<file path="config.mk">
export PLATFORM = sky130hd
export DESIGN_NAME = writeback_arbiter
export DESIGN_NICKNAME = d
export VERILOG_FILES = /design/src/rtl/wb_pkg.sv /design/src/rtl/wb_fifo.sv /design/src/rtl/writeback_arbiter.sv
export SDC_FILE = /design/constraint.sdc
export NUM_CORES = 1
export LEC_CHECK = 0
export CAP_MARGIN = 20
export CORE_UTILIZATION = 47
export DETAILED_ROUTE_END_ITERATION = 8
export GPL_TIMING_DRIVEN = 0
export PLACE_DENSITY = 0.75
export SLEW_MARGIN = 10
export SYNTH_ARGS = -nofsm -noshare
export SYNTH_HDL_FRONTEND = slang
export SYNTH_SLANG_ARGS = --single-unit
export TNS_END_PERCENT = 10
</file>
<file path="constraint.sdc">
create_clock -name clk -period 2.7 [get_ports clk]
set_input_delay 0.81 -clock clk [delete_from_list [all_inputs] [get_ports clk]]
set_output_delay 0.81 -clock clk [all_outputs]
set_load 0.005 [all_outputs]
</file>
<file path="src/rtl/wb_pkg.sv">
// Shared types and constants for the writeback arbiter slice.
package wb_pkg;

    localparam int XLEN       = 32;
    localparam int REG_ADDR_W = 5;
    localparam int NUM_REGS   = 1 << REG_ADDR_W;

    typedef logic [REG_ADDR_W-1:0] reg_addr_t;
    typedef logic [XLEN-1:0]       xlen_t;

    // One pending register-file write.
    typedef struct packed {
        reg_addr_t dst;
        xlen_t     data;
    } wb_entry_t;

    // Which source owns the write port in the current cycle.
    typedef enum logic [1:0] {
        SRC_IDLE = 2'd0,
        SRC_ALU  = 2'd1,
        SRC_FIFO = 2'd2
    } wb_src_e;

endpackage

</file>
<file path="src/rtl/wb_fifo.sv">
// Synchronous FIFO of wb_entry_t. A push is ignored while full and a pop is
// ignored while empty; push and pop may coincide whenever the FIFO is not full.
module wb_fifo
    import wb_pkg::*;
#(
    parameter int DEPTH = 4
) (
    input  logic                   clk,
    input  logic                   reset,
    input  logic                   push,
    input  wb_entry_t              push_entry,
    input  logic                   pop,
    output wb_entry_t              head,
    output logic                   full,
    output logic                   empty,
    output logic [$clog2(DEPTH):0] count
);

    localparam int AW = $clog2(DEPTH);

    wb_entry_t       mem_q [DEPTH];
    logic [AW-1:0]   wr_ptr_q;
    logic [AW-1:0]   rd_ptr_q;
    logic [AW:0]     count_q;
    logic            push_ok;
    logic            pop_ok;

    assign full    = (count_q == (AW+1)'(DEPTH));
    assign empty   = (count_q == '0);
    assign count   = count_q;
    assign head    = mem_q[rd_ptr_q];
    assign push_ok = push && !full;
    assign pop_ok  = pop && !empty;

    // Storage array; contents are don't-care until written, so no reset.
    always_ff @(posedge clk) begin
        if (push_ok) begin
            mem_q[wr_ptr_q] <= push_entry;
        end
    end

    // Pointers and occupancy; DEPTH is a power of two so pointers wrap naturally.
    always_ff @(posedge clk or posedge reset) begin
        if (reset) begin
            wr_ptr_q <= '0;
            rd_ptr_q <= '0;
            count_q  <= '0;
        end else begin
            if (push_ok) wr_ptr_q <= wr_ptr_q + AW'(1);
            if (pop_ok)  rd_ptr_q <= rd_ptr_q + AW'(1);
            case ({push_ok, pop_ok})
                2'b10:   count_q <= count_q + (AW+1)'(1);
                2'b01:   count_q <= count_q - (AW+1)'(1);
                default: count_q <= count_q;
            endcase
        end
    end

endmodule

</file>
<file path="src/rtl/writeback_arbiter.sv">
// Writeback arbiter: merges ALU results and buffered LSU results onto the
// single register-file write port, with starvation protection for the LSU
// queue and a busy scoreboard for long-latency destinations.
// Optional feature macro: WB_SCOREBOARD_EN builds the busy scoreboard; when
// undefined, chk_busy0/chk_busy1 read 0 and issue_valid/issue_dst are ignored.
//
// Handshake: a transfer happens on a posedge where valid && ready are both 1.
// ALU: upstream holds alu_dst/alu_data stable while alu_valid && !alu_ready.
// LSU: lsu_ready depends only on FIFO occupancy (and is 0 during reset).
module writeback_arbiter
    import wb_pkg::*;
#(
    parameter int FIFO_DEPTH   = 4,
    parameter int STARVE_LIMIT = 8
) (
    input  logic                        clk,
    input  logic                        reset,
    input  logic                        alu_valid,
    output logic                        alu_ready,
    input  reg_addr_t                   alu_dst,
    input  xlen_t                       alu_data,
    input  logic                        lsu_valid,
    output logic                        lsu_ready,
    input  reg_addr_t                   lsu_dst,
    input  xlen_t                       lsu_data,
    input  logic                        issue_valid,
    input  reg_addr_t                   issue_dst,
    input  reg_addr_t                   chk_addr0,
    input  reg_addr_t                   chk_addr1,
    output logic                        chk_busy0,
    output logic                        chk_busy1,
    output logic                        write_en,
    output reg_addr_t                   dst_addr,
    output xlen_t                       dst_data,
    output logic [$clog2(FIFO_DEPTH):0] pending_count
);

    localparam int SW = $clog2(STARVE_LIMIT + 1);

    wb_entry_t  lsu_entry;
    wb_entry_t  fifo_head;
    logic       fifo_full;
    logic       fifo_empty;
    logic       fifo_push;
    logic       fifo_pop;

    logic       init_q;
    logic       forced;
    wb_src_e    src;

    logic [SW-1:0] starve_q, starve_d;
    logic          write_en_q, write_en_d;
    reg_addr_t     dst_addr_q, dst_addr_d;
    xlen_t         dst_data_q, dst_data_d;
    logic          from_fifo_q, from_fifo_d;

    assign lsu_entry = '{dst: lsu_dst, data: lsu_data};
    assign lsu_ready = init_q && !fifo_full;
    // Results for x0 are accepted but never stored.
    assign fifo_push = lsu_valid && lsu_ready && (lsu_dst != '0);

    wb_fifo #(
        .DEPTH (FIFO_DEPTH)
    ) u_fifo (
        .clk        (clk),
        .reset      (reset),
        .push       (fifo_push),
        .push_entry (lsu_entry),
        .pop        (fifo_pop),
        .head       (fifo_head),
        .full       (fifo_full),
        .empty      (fifo_empty),
        .count      (pending_count)
    );

    // Holds lsu_ready low until the first edge after reset releases.
    always_ff @(posedge clk or posedge reset) begin
        if (reset) init_q <= 1'b0;
        else       init_q <= 1'b1;
    end

    // Arbitration, starvation counter next state, and output register next state.
    always_comb begin
        src         = SRC_IDLE;
        forced      = !fifo_empty && (starve_q == SW'(STARVE_LIMIT));
        starve_d    = '0;
        write_en_d  = 1'b0;
        dst_addr_d  = dst_addr_q;
        dst_data_d  = dst_data_q;
        from_fifo_d = 1'b0;

        if (forced)           src = SRC_FIFO;
        else if (alu_valid)   src = SRC_ALU;
        else if (!fifo_empty) src = SRC_FIFO;

        if (!fifo_empty && (src == SRC_ALU)) begin
            starve_d = (starve_q == SW'(STARVE_LIMIT)) ? starve_q : starve_q + SW'(1);
        end

        case (src)
            SRC_ALU: begin
                // x0 writes are swallowed: accepted, but no register-file write.
                if (alu_dst != '0) begin
                    write_en_d = 1'b1;
                    dst_addr_d = alu_dst;
                    dst_data_d = alu_data;
                end
            end
            SRC_FIFO: begin
                write_en_d  = 1'b1;
                dst_addr_d  = fifo_head.dst;
                dst_data_d  = fifo_head.data;
                from_fifo_d = 1'b1;
            end
            default: ;
        endcase
    end

    assign alu_ready = !forced;
    assign fifo_pop  = (src == SRC_FIFO);

    // Output register and starvation counter.
    always_ff @(posedge clk or posedge reset) begin
        if (reset) begin
            starve_q    <= '0;
            write_en_q  <= 1'b0;
            dst_addr_q  <= '0;
            dst_data_q  <= '0;
            from_fifo_q <= 1'b0;
        end else begin
            starve_q    <= starve_d;
            write_en_q  <= write_en_d;
            dst_addr_q  <= dst_addr_d;
            dst_data_q  <= dst_data_d;
            from_fifo_q <= from_fifo_d;
        end
    end

    assign write_en = write_en_q;
    assign dst_addr = dst_addr_q;
    assign dst_data = dst_data_q;

`ifdef WB_SCOREBOARD_EN
    logic [NUM_REGS-1:0] busy_q, busy_d;

    // Clear on a completed FIFO write, then apply issue so a same-edge set wins.
    always_comb begin
        busy_d = busy_q;
        if (write_en_q && from_fifo_q) busy_d[dst_addr_q] = 1'b0;
        if (issue_valid && (issue_dst != '0)) busy_d[issue_dst] = 1'b1;
        busy_d[0] = 1'b0;
    end

    // Busy scoreboard register.
    always_ff @(posedge clk or posedge reset) begin
        if (reset) busy_q <= '0;
        else       busy_q <= busy_d;
    end

    assign chk_busy0 = (chk_addr0 != '0) && busy_q[chk_addr0];
    assign chk_busy1 = (chk_addr1 != '0) && busy_q[chk_addr1];
`else
    logic unused_sb;
    assign unused_sb = ^{issue_valid, issue_dst, chk_addr0, chk_addr1, from_fifo_q};
    assign chk_busy0 = 1'b0;
    assign chk_busy1 = 1'b0;
`endif

endmodule

</file>
==> results of run 1 <==
==> final cells by class <==
| cell class | count | area [sq um] | share of cell area |
|---|---|---|---|
| plain buffers | 19 | 157.7 | 0.01549 |
| clock buffers | 19 | 442.9 | 0.04352 |
| clock inverters | 13 | 200.2 | 0.01967 |
| inverters | 14 | 52.55 | 0.005163 |
| multi-input cells | 177 | 2032 | 0.1997 |
| flip-flops and latches | 198 | 5695 | 0.5596 |
| well taps | 216 | 270.3 | 0.02656 |
| repair buffers | 129 | 1326 | 0.1303 |
==> how the worst max path moves through the flow <==
| stage | start | to | slack, ns | depth (start not counted) |
|---|---|---|---|---|
| global route | lsu_dst[4] | u_fifo.count[2] | 0.004 | 10 |
| finish | lsu_dst[4] | u_fifo.count[2] | 0.07 | 10 |
| CTS | lsu_dst[0] | u_fifo.count[2] | -0.005 | 10 |
| floorplan | lsu_dst[0] | u_fifo.count[2] | 0.01 | 9 |
| global placement | lsu_dst[0] | u_fifo.mem_q[0][21] | -1.09 | 4 |
| detailed placement | lsu_dst[0] | u_fifo.count[2] | -0.73 | 10 |
==> registers in the layout, summed over array words and instances, names as in the netlist <==
register / flops
dst_data: 32
u_fifo.rd_ptr_q: 2
u_fifo.wr_ptr_q: 2
u_fifo.mem_q: 148
u_fifo.count: 3
dst_addr: 5
init_q: 1
write_en: 1
starve_q: 4
==> placed cells by master, fill, tap and decap left out, types with 4 or more instances in the layout <==
| master | count |
|---|---|
| edfxtp_1 | 148 |
| clkdlybuf4s50_1 | 115 |
| dfrtp_1 | 50 |
| mux4_2 | 37 |
| o221a_2 | 23 |
| or2_2 | 22 |
| clkbuf_16 | 17 |
| or2_1 | 12 |
| inv_1 | 11 |
| o221a_1 | 11 |
| nand2_1 | 9 |
| buf_6 | 9 |
| buf_4 | 8 |
| nor2_1 | 7 |
| xnor2_1 | 5 |
| ha_1 | 5 |
| bufinv_16 | 5 |
| buf_12 | 5 |
| xor2_1 | 4 |
| a21oi_1 | 4 |
| and2_2 | 4 |
| dlygate4sd2_1 | 4 |
==> logic make-up after synthesis <==
logic type / Yosys count / synth area share
AO/OA/AOI/OAI: 45 / 0.05937
XOR/XNOR: 9 / 0.009999
adder cells (fa/ha/maj): 10 / 0.01683
buffers and inverters: 34 / 0.02714
flip-flops: 198 / 0.7225
multiplexers: 39 / 0.1084
other: 2 / 0.0009527
AND/OR/NAND/NOR: 71 / 0.05476
==> power breakdown <==
group | total, mW | internal, mW | switching, mW
sequential | 4.11 | 3.85 | 0.256
combinational | 2.79 | 1.65 | 1.14
clock | 2.73 | 1.66 | 1.06
==> timing repair <==
| item | CTS | global route |
|---|---|---|
| buffers inserted | 2 | 2 |
| resized for setup | 15 | 8 |
| pin swaps | 0 | 3 |
| hold buffers | 0 | 0 |
| setup endpoints to repair | 64 | 24 |
==> metal layers <==
metal	vias up	global-route usage	routed length, um
li1	1902	-	-
met1	2148	0.2333	6161
met2	150	0.3357	8405
met3	33	0.04167	936
met4	0	0.08915	415
met5	-	0	0
==> stage by stage <==
stage,cells,hold WS (ns)
floorplan,409,0.4923
global placement,745,0.4946
detailed placement,750,0.5117
CTS,783,0.5273
global route,785,0.5407
finish,785,0.5289
==> worst reg2reg max path, cell delays in order, from the launching register on <==
cell and delay, ns:
dfrtp_1 0.41, inv_2 0.08, ha_2 0.18, and3b_2 0.20, nand2_1 0.07, and2_4 0.16, inv_2 0.06, ha_4 0.13
and2_4 0.17, ha_2 0.19, inv_1 0.06, fa_2 0.33, xor2_1 0.15, nor2_1 0.14, xor2_1 0.15
==> impl_metrics.toml, run 1 <==
[outcome]
outcome = "finished, final reports clean"

[final_layout]
area_delta_synth_final_pct = 29.11
fill_cells = 1117
final_area_sq_um = 10180
drive_gt1_frac = 0.2830
final_util = 0.6315
num_antenna_cells = 0
nets = 660

[grt]
grt_pass1_wl_um = 24740
grt_max_degree = 37
grtUsageTotal = 0.1945
overflow = 0
antenna_found_initial = 0
grt_pass1_vias = 4539

[sta]
slew_headroom = 0.5303
fin_crit_sh = 0.9730
clock.fmax_mhz = 380.7
max_slew.worst_pin.slew_ns = 0.7046
layout_setup_ws_ns = 0.07297
hold_viol_final = 0
setup_viol = 0
min_period_ns = 2.627
finalSetupTns_ns = 0
slew_viol_final = 0
rsz0062_at_grt = "no"
skew_ns = 0.01100

[logic_synthesis]
avgSynthCellArea_sq_um = 19.32
yosys-top-cells-count = "edfxtp_1, dfrtp_1, mux4_2"
synth-seq-cells = 198
synth_top_flop_cell = "edfxtp_1"
ys_types = 42
synthTopCellsByArea = "edfxtp_1, dfrtp_1, mux4_2"
synth_top_cell_area_share = 0.5638
synth-warning-count = 0
async_flop_share = 0.2525
yosysTopAreaCell = "edfxtp_1"
ys_seq_area_frac = 0.7225
syn_area_sq_um = 7883
synth_edf_count = 148
synth_most_common_cell = "edfxtp_1"
synth_cells = 408

[worst_hold_path]
hold_class = "flip-flop to flip-flop"
hp-start = "u_fifo.count[0]"
hold_end = "u_fifo.count[0]"
whs_path_depth = 1

[place]
io_buffers = 120
routabilityCongestion = 0.7482
dp_slack_ns = -0.7262
placed_area_sq_um = 9463
post-dp-hpwl_um = 10450

[worst_setup_path]
worst_r2r_endpoint = "u_fifo.count[2]"
crit_buf_inv = 3
crit_family = "simple AND/OR/NAND/NOR gates"
reg2reg_slack_ns = 0.13
rr_worst_depth = 14
end_kind = "flip-flop"
arrival_ns = 2.98
crit_fanout = 5
worst_ep_required_time_ns = 3.06
max_stage_delay_ns = 0.58
crit_chain = "clkdlybuf4s15_1 > or4_4 > o211a_4 > inv_1 > ha_2 > inv_1 > fa_2 > xor2_1 > nor2_1 > xor2_1"
slowest_stage = "or4_4"
r2r-start = "starve_q[0]"
cp-start-kind = "input port"
crit_type = "input port to flip-flop"

[pwr]
irDropWorstVdd_v = 0.0005235
p_leak_nw = 3.518
powerDensity_nw_per_um2 = 945.4
total_power_mw = 9.622

[drt]
drt-total-wl_um = 15920
num_vias = 4233
vias_per_cell = 5.392
post_drt_wl_per_cell_um = 20.28
drtIter0Drc = 342
drc = 0
drt-pass1-iter-count = 4
postRouteAntennaNets = 0

[clocking]
cts_made_buffers = 17
clockBufferDepth = 2
clk_pin_slew_ns = 0.06
clock_latency_ns = 0.43
clock-sinks = 198
cts_tree = "done"
h-tree-depth = 4
root_buffer = "clkbuf_16"

[floorplan]
die_h_um = 131.5
die_w_um = 131.5
core_area_sq_um = 16120
fp-row-count = 46
die-area_sq_um = 17290
start_util = 0.4891
pin_count = 139

[flow_run]
maxCapViolCount = 0
Power figures use the tool's default switching activity.
==> run 2: changes to the inputs <==
CTS_BUF_LIST = sky130_fd_sc_hd__clkbuf_8   (was unset)
==> run 2 against run 1 <==
Clock power decreased by 23%. Setup slack got worse by 0.0095 ns. Critical path depth unchanged. Sequential power about the same. Die area unchanged. Highest routed layer unchanged. Critical path type unchanged.
==> impl_metrics.toml, run 2 (synthesized netlist as in run 1, its figures left out) <==
[drt]
drt-total-wl_um = 15640
drt-pass1-iter-count = 4
post_drt_wl_per_cell_um = 19.93
drc = 0
drtIter0Drc = 325
num_vias = 4217
postRouteAntennaNets = 0
vias_per_cell = 5.372

[sta]
max_slew.worst_pin.slew_ns = 0.7034
skew_ns = 0.01341
clock.fmax_mhz = 379.3
fin_crit_sh = 0.9765
slew_viol_final = 0
hold_viol_final = 0
rsz0062_at_grt = "no"
layout_setup_ws_ns = 0.06347
setup_viol = 0
slew_headroom = 0.5311
min_period_ns = 2.637

[place]
dp_slack_ns = -0.7262
routabilityCongestion = 0.7482
io_buffers = 120
post-dp-hpwl_um = 10450
placed_cells = 750

[grt]
overflow = 0
grt_pass1_wl_um = 24560
grt_max_degree = 37
grtUsageTotal = 0.1916
antenna_found_initial = 0
grt_pass1_vias = 4564

[clocking]
cts_made_buffers = 17
clock_latency_ns = 0.45
cts_tree = "done"
clockBufferDepth = 2
h-tree-depth = 4
clock-sinks = 198
hold_buffers = 0
root_buffer = "clkbuf_8"
clk_pin_slew_ns = 0.09

[worst_setup_path]
crit_fanout = 7
slowest_stage = "or4_4"
cp-start-kind = "input port"
max_stage_delay_ns = 0.56
arrival_ns = 3.02
worst_ep_required_time_ns = 3.09
crit_chain = "dlygate4sd2_1 > or4_4 > o211a_4 > inv_1 > ha_2 > inv_1 > fa_2 > xor2_1 > nor2_1 > xor2_1"
crit_type = "input port to flip-flop"
end_kind = "flip-flop"

[flow_run]
maxCapViolCount = 0

[floorplan]
start_util = 0.4891
fp-row-count = 46
pin_count = 139
core_area_sq_um = 16120
die-area_sq_um = 17290
die_w_um = 131.5
die_h_um = 131.5

[final_layout]
largest_reg_flops = 148
num_antenna_cells = 0
drive_gt1_frac = 0.2830
instances_no_fill = 785
most-common-layout-cells = "edfxtp_1, clkdlybuf4s50_1, dfrtp_1, mux4_2, o221a_2"
nets = 660
final_util = 0.6198
regMostFlops = "u_fifo.mem_q"
layout_commonest_cell = "edfxtp_1"
area_delta_synth_final_pct = 26.71

[worst_hold_path]
hold_class = "flip-flop to flip-flop"

[pwr]
irDropWorstVdd_v = 0.0004070
p_leak_nw = 3.434
powerDensity_nw_per_um2 = 898.8

[outcome]
outcome = "finished, final reports clean"
## run 2: cell type report
type                    instances  area (sq um)
multi-input cells             177          2036
repair buffers                129          1325
fillers                      1152          6127
clock buffers                  18         247.7
plain buffers                  19         157.7
clock inverters                14         203.9
flip-flops and latches        198          5695
well taps                     216         270.3
inverters                      14         52.55
## run 2: metrics by stage
step                power (mW)  TNS (ns)  area [sq um]  hold slack [ns]
floorplan                5.719         0          7886           0.4923
global placement         6.802   -193.48          9358           0.4946
detailed placement       6.950    -63.50          9463           0.5117
CTS                      9.072  -0.03753          9968           0.5311
global route             9.415         0          9988           0.5450
finish                   8.977         0          9988           0.5344
## run 2: critical path: cells and delay by family
kind                     cells  cell delay (ns)
adder cells (fa/ha/maj)      2             0.51
AO/OA/AOI/OAI                1             0.28
AND/OR/NAND/NOR              2             0.70
buffers and inverters        3             0.42
XOR/XNOR                     2             0.30
## run 2: where the power goes
| group | switching, mW | internal, mW | leakage, nW |
|---|---|---|---|
| clock network | 0.970 | 1.12 | 0.227 |
| registers | 0.256 | 3.85 | 1.91 |
| logic | 1.13 | 1.65 | 1.30 |
## run 2: repair_timing
item | CTS | global route
pin swaps | 0 | 1
endpoints found under the setup margin | 40 | 39
resized for setup | 15 | 7
buffers inserted | 3 | 1
## run 2: final timing paths
check	from	end	slack, ns	depth (start not counted)
max	lsu_dst[0]	u_fifo.count[2]	0.06	10
min	u_fifo.count[0]	u_fifo.count[0]	0.53	1
max reg2reg	starve_q[0]	u_fifo.count[2]	0.13	14
min reg2reg	u_fifo.count[0]	u_fifo.count[0]	0.53	1
max in group asynchronous	reset	dst_data[16]	1.53	3
min in group asynchronous	reset	dst_data[29]	0.64	2
## run 2: routing by layer
layer / track usage / vias to the layer above / part of all wire
met5: 0 / - / 0
met4: 0.08333 / 0 / 0.026
met3: 0.03935 / 34 / 0.047
met2: 0.3377 / 131 / 0.53
met1: 0.2265 / 2153 / 0.40
li1: - / 1899 / -
==> edit 1, RTL diff (settings of run 2) <==
Build with the macro `WB_SCOREBOARD_EN` defined.
--- a/src/rtl/writeback_arbiter.sv
+++ b/src/rtl/writeback_arbiter.sv
@@ -8,4 +8,6 @@
 // ALU: upstream holds alu_dst/alu_data stable while alu_valid && !alu_ready.
 // LSU: lsu_ready depends only on FIFO occupancy (and is 0 during reset).
+`define WB_SCOREBOARD_EN
+
 module writeback_arbiter
     import wb_pkg::*;
Formal check against the unedited RTL: not equivalent (Yosys sat finds a counterexample within 4 cycles, from zero or initial values and one cycle with reset high).
==> edit 1 against run 2 <==
The flow now finishes with violations (setup timing). Wire length grew 46%. Power grew 26%. Non-clock buffer count grew 34. Final cell count grew 44%. Sequential power grew 19%. Final area grew 27%. Setup slack lost 0.12 ns. Global-route usage grew 3.0 points. Synthesized cell count grew 57%. Sequential cell count grew 32. Count of clock-buffer cells in the layout grew 22. Synthesized area grew 23%. Utilization grew 0.65 points.
==> edit 1: results (changes against run 2) <==
----------------------------------------------------
[Finish]
  Fraction of layout instances using a drive strength above 1 ... 20.7% (was 28.3%)
  NumNets Final ... 937 (was 660)
  Fill cell instance count of the final layout ... 1455 (was 1152)

[Timing]
  Finish-stage setup viols ... 2 (was 0)
  Total Negative Setup Slacks ... -0.0686 ns (was 0 ns)
  Tightest Pin Transition ... 0.758 ns (was 0.703 ns)
  Slack of the critical path ... -0.0549 ns (was 0.0635 ns)

[Global routing]
  Via count of the first global-routing pass ... 6708 (was 4564)
  GRT Overall Usage ... 22.2% (was 19.2%)
  Pin count of the biggest net entering global routing ... 59 (was 37)
  Initial antenna violation count ... 1 (was 0)

[Placed design]
  Global placement routability congestion ... 0.856 (was 0.748)
  HPWL reported at the end of detailed placement ... 15600 µm (was 10500 µm)
  Post-Place Worst Slack ... -0.938 ns (was -0.726 ns)
  Port bufs ... 136 (was 120)

[Clock tree]
  Clock-pin slew on the worst setup and hold paths ... 0.06 ns (was 0.09 ns)
  # resized after CTS ... 94 (was 15)
  Worst-skew pair later-pin latency ... 0.54 ns (was 0.45 ns)
  CTS H-Tree Depth ... 2 (was 4)
  Post-CTS setup buffer count ... 12 (was 3)
  Number of buffers created by CTS ... 37 (was 17)

[Worst setup path]
  Setup slack on the worst flop-to-flop path ... 0.04 ns (was 0.13 ns)
  Worst path max stage delay ... 0.51 ns (was 0.56 ns)
  Critical path capture point ... chk_busy1 (was u_fifo.count[2]$_DFFE_PP0P_)
  Largest delay share family, worst path ... multiplexers (was simple AND/OR/NAND/NOR gates)
  Critical Path AT ... 1.94 ns (was 3.02 ns)
  FF-to-FF Start ... starve_q[1]$_DFFE_PP0P_ (was starve_q[0]$_DFFE_PP0P_)
  Slowest cell on crit path ... mux4_2 (was or4_4)
  Crit Path Max Fanout ... 6 (was 7)
  Timing startpoint of the critical path ... chk_addr1[0] (was lsu_dst[0])

[Min path]
  Hold-critical path depth ... 2 (was 1)
  Worst Hold End ... dst_data[24]$_DFFE_PP0P_ (was u_fifo.count[0]$_DFFE_PP0P_)
  Hold wc startpoint ... dst_data[24]$_DFFE_PP0P_ (was u_fifo.count[0]$_DFFE_PP0P_)

[Run status]
  Violations in the final reports ... setup timing
  Outcome ... complete, but fails checks (was finished, final reports clean)

[Synth]
  Most frequent cells after synthesis ... edfxtp_1, dfrtp_1, o21ai_0 (was edfxtp_1, dfrtp_1, mux4_2)
  Sequential-to-total area share from yosys stat ... 66.8% (was 72.3%)

[Drt]
  Routed wire length per instance ... 20.2 µm (was 19.9 µm)
  1st-pass router iterations ... 5 (was 4)

[Pwr]
  Leak pwr ... 4.52 nW (was 3.43 nW)

----------------------------------------------------
[edit 1: cell count changes in the layout (fill, tap and decap cells not counted), moves of 23 or more]
cell     change
mux2i_1     +55
a21oi_1     +36
o21ai_0     +63
dfrtp_1     +32
o221a_2     -23
nor2_1      +45
[edit 1: kinds of logic after synthesis]
logic type	after synthesis	synth area share (%)
AO/OA/AOI/OAI	123	7.14
adder cells (fa/ha/maj)	10	1.36
flip-flops	230	66.8
multiplexers	99	15.3
XOR/XNOR	8	0.721
AND/OR/NAND/NOR	123	6.20
buffers and inverters	47	2.36
other	1	0.0386
[edit 1: cell type report]
class                   instances  area, µm²  share of cell area [%]
repair buffers                155       1570                    12.4
multi-input cells             364       3260                    25.7
diodes                          1       2.50                  0.0197
inverters                      18       70.1                   0.553
clock buffers                  40        551                    4.34
well taps                     270        338                    2.67
flip-flops and latches        230       6500                    51.3
plain buffers                  27        209                    1.65
clock inverters                26        178                    1.40
[edit 1: where the power goes]
part | leakage, nW | switching (W) | internal (W)
Clock | 0.414 | 0.00136 | 0.00157
Sequential | 2.21 | 0.000408 | 0.00447
Combinational | 1.90 | 0.00168 | 0.00186
Total | 4.52 | 0.00345 | 0.00790
[edit 1: layer usage]
layer	vias up	share of wire (%)	global-route usage [%]
met5	-	0	0
met1	3078	40	27.7
met3	61	6.9	5.64
li1	2834	-	-
met4	0	2.9	8.79
met2	244	50	37.2
[edit 1: per-stage QoR]
stage	hold slack (ns)	std cells	instance area, µm²	util, %
5_1_grt	0.556	1131	12700	62.6
3_5_place_dp	0.514	1052	11600	57.3
6_report	0.535	1131	12700	62.6
3_3_place_gp	0.501	1047	11400	56.4
2_1_floorplan	0.480	641	9720	-
4_1_cts	0.535	1129	12600	62.4
==> edit 2, RTL diff (flow settings as in run 2) <==
Without the edit above. Put a register stage on the output `pending_count`. The value now appears one clock later. The other outputs are not delayed to match.
--- a/src/rtl/writeback_arbiter.sv
+++ b/src/rtl/writeback_arbiter.sv
@@ -38,4 +38,6 @@
     localparam int SW = $clog2(STARVE_LIMIT + 1);
 
+    logic [$clog2(FIFO_DEPTH):0] pending_count_d;
+
     wb_entry_t  lsu_entry;
     wb_entry_t  fifo_head;
@@ -71,5 +73,5 @@
         .full       (fifo_full),
         .empty      (fifo_empty),
-        .count      (pending_count)
+        .count      (pending_count_d)
     );
 
@@ -167,4 +169,8 @@
 `endif
 
+    always_ff @(posedge clk) begin
+        pending_count <= pending_count_d;
+    end
+
 endmodule
 
Formal check against the unedited RTL: not equivalent (a bounded check fails within 4 cycles, from zero or initial values and one cycle with reset high).
==> edit 2 against run 2 <==
Sequential cell count grew 3. Synthesized cell count increased by 10%. Clock skew decreased by 0.0027 ns. Synthesized area is 0.83% higher. Wire length grew 3.0%. Worst hold slack got worse by 0.12 ns. Power up 6.6%. Setup slack improved by 0.021 ns. Critical path type unchanged. Final area increased by 2.9%. Utilization increased by 0.23 points. First-iteration DRC count shrank 34%.
==> edit 2: results (changes against run 2) <==
----------------------------------------------------
[Synth]
  Mux contribution to synthesized area ... 11.0% (was 10.8%)
  Number of standard cells after synthesis ... 449 (was 408)
  Post-synth ARST share ... 24.9% (was 25.3%)
  Post-synth cell types ... 43 (was 42)
  Most frequent cells after synthesis ... edfxtp_1, nor2_1, dfrtp_1 (was edfxtp_1, dfrtp_1, mux4_2)
  XOR/XNOR share of the synthesized area ... 0.992% (was 1.00%)

[Drt]
  Overall via count from detail_route ... 4467 (was 4217)
  Routed length on met2 ... 8220 µm (was 8260 µm)
  Routed length on met1 ... 6730 µm (was 6240 µm)
  Routed wire length per instance ... 18.7 µm (was 19.9 µm)
  Amount of wire on met3 after detailed routing ... 891 µm (was 737 µm)

[Global routing]
  Met1 Use GR ... 24.0% (was 22.7%)
  Grt met2 use ... 33.4% (was 33.8%)
  Pin count of the biggest net entering global routing ... 34 (was 37)
  GRT Overall Usage ... 19.4% (was 19.2%)
  Wire length of the first global-routing pass ... 25500 µm (was 24600 µm)

[Finish]
  Fill cell instance count of the final layout ... 1228 (was 1152)
  Area growth from synthesis to layout ... 29.3% (was 26.7%)

[Clock tree]
  Worst-skew pair later-pin latency ... 0.49 ns (was 0.45 ns)
  Post-CTS setup buffer count ... 6 (was 3)
  CTS H-Tree Depth ... 2 (was 4)
  Clock-pin slew on the worst setup and hold paths ... 0.05 ns (was 0.09 ns)

[Worst setup path]
  Worst r2r path cells ... 15 (was 14)
  Setup slack on the worst flop-to-flop path ... 0.11 ns (was 0.13 ns)

[Placed design]
  Post-detailed-placement cell area ... 9550 µm² (was 9460 µm²)
  Global placement routability congestion ... 0.762 (was 0.748)
  Number of instances in the placed design ... 795 (was 750)
  Post-Place Worst Slack ... -0.709 ns (was -0.726 ns)

[Run status]
  Outcome ... finished, final reports clean (unchanged)

[Pwr]
  Reported combinational group power ... 0.00290 W (was 0.00278 W)
  Switching power summed over all nets ... 0.00267 W (was 0.00236 W)
  Power Clock ... 0.00245 W (was 0.00209 W)

[Timing]
  Post-Route Hold Slack ... 0.413 ns (was 0.534 ns)

----------------------------------------------------
## edit 2: layout make-up
type                            count  area share [%]
Timing Repair Buffer              131            13.1
Clock inverter                     24           0.913
Inverter                           16           0.584
Sequential cell                   201            56.0
Buffer                             21            1.55
Multi-Input combinational cell    211            19.9
Clock buffer                       39            5.22
Tap cell                          220            2.68
## edit 2: worst max path at each step
stage	startpoint	endpoint	slack [ns]	cells after the start
5_1_grt	starve_q[0]$_DFFE_PP0P_	u_fifo.count[2]$_DFFE_PP0P_	-0.002	15
3_3_place_gp	lsu_dst[4]	u_fifo.mem_q[1][11]$_DFFE_PP_	-1.08	4
2_1_floorplan	lsu_dst[0]	u_fifo.count[2]$_DFFE_PP0P_	0.01	9
3_5_place_dp	lsu_dst[0]	u_fifo.count[2]$_DFFE_PP0P_	-0.71	10
6_report	lsu_dst[0]	u_fifo.count[2]$_DFFE_PP0P_	0.08	10
4_1_cts	lsu_dst[4]	u_fifo.count[2]$_DFFE_PP0P_	0.002	10
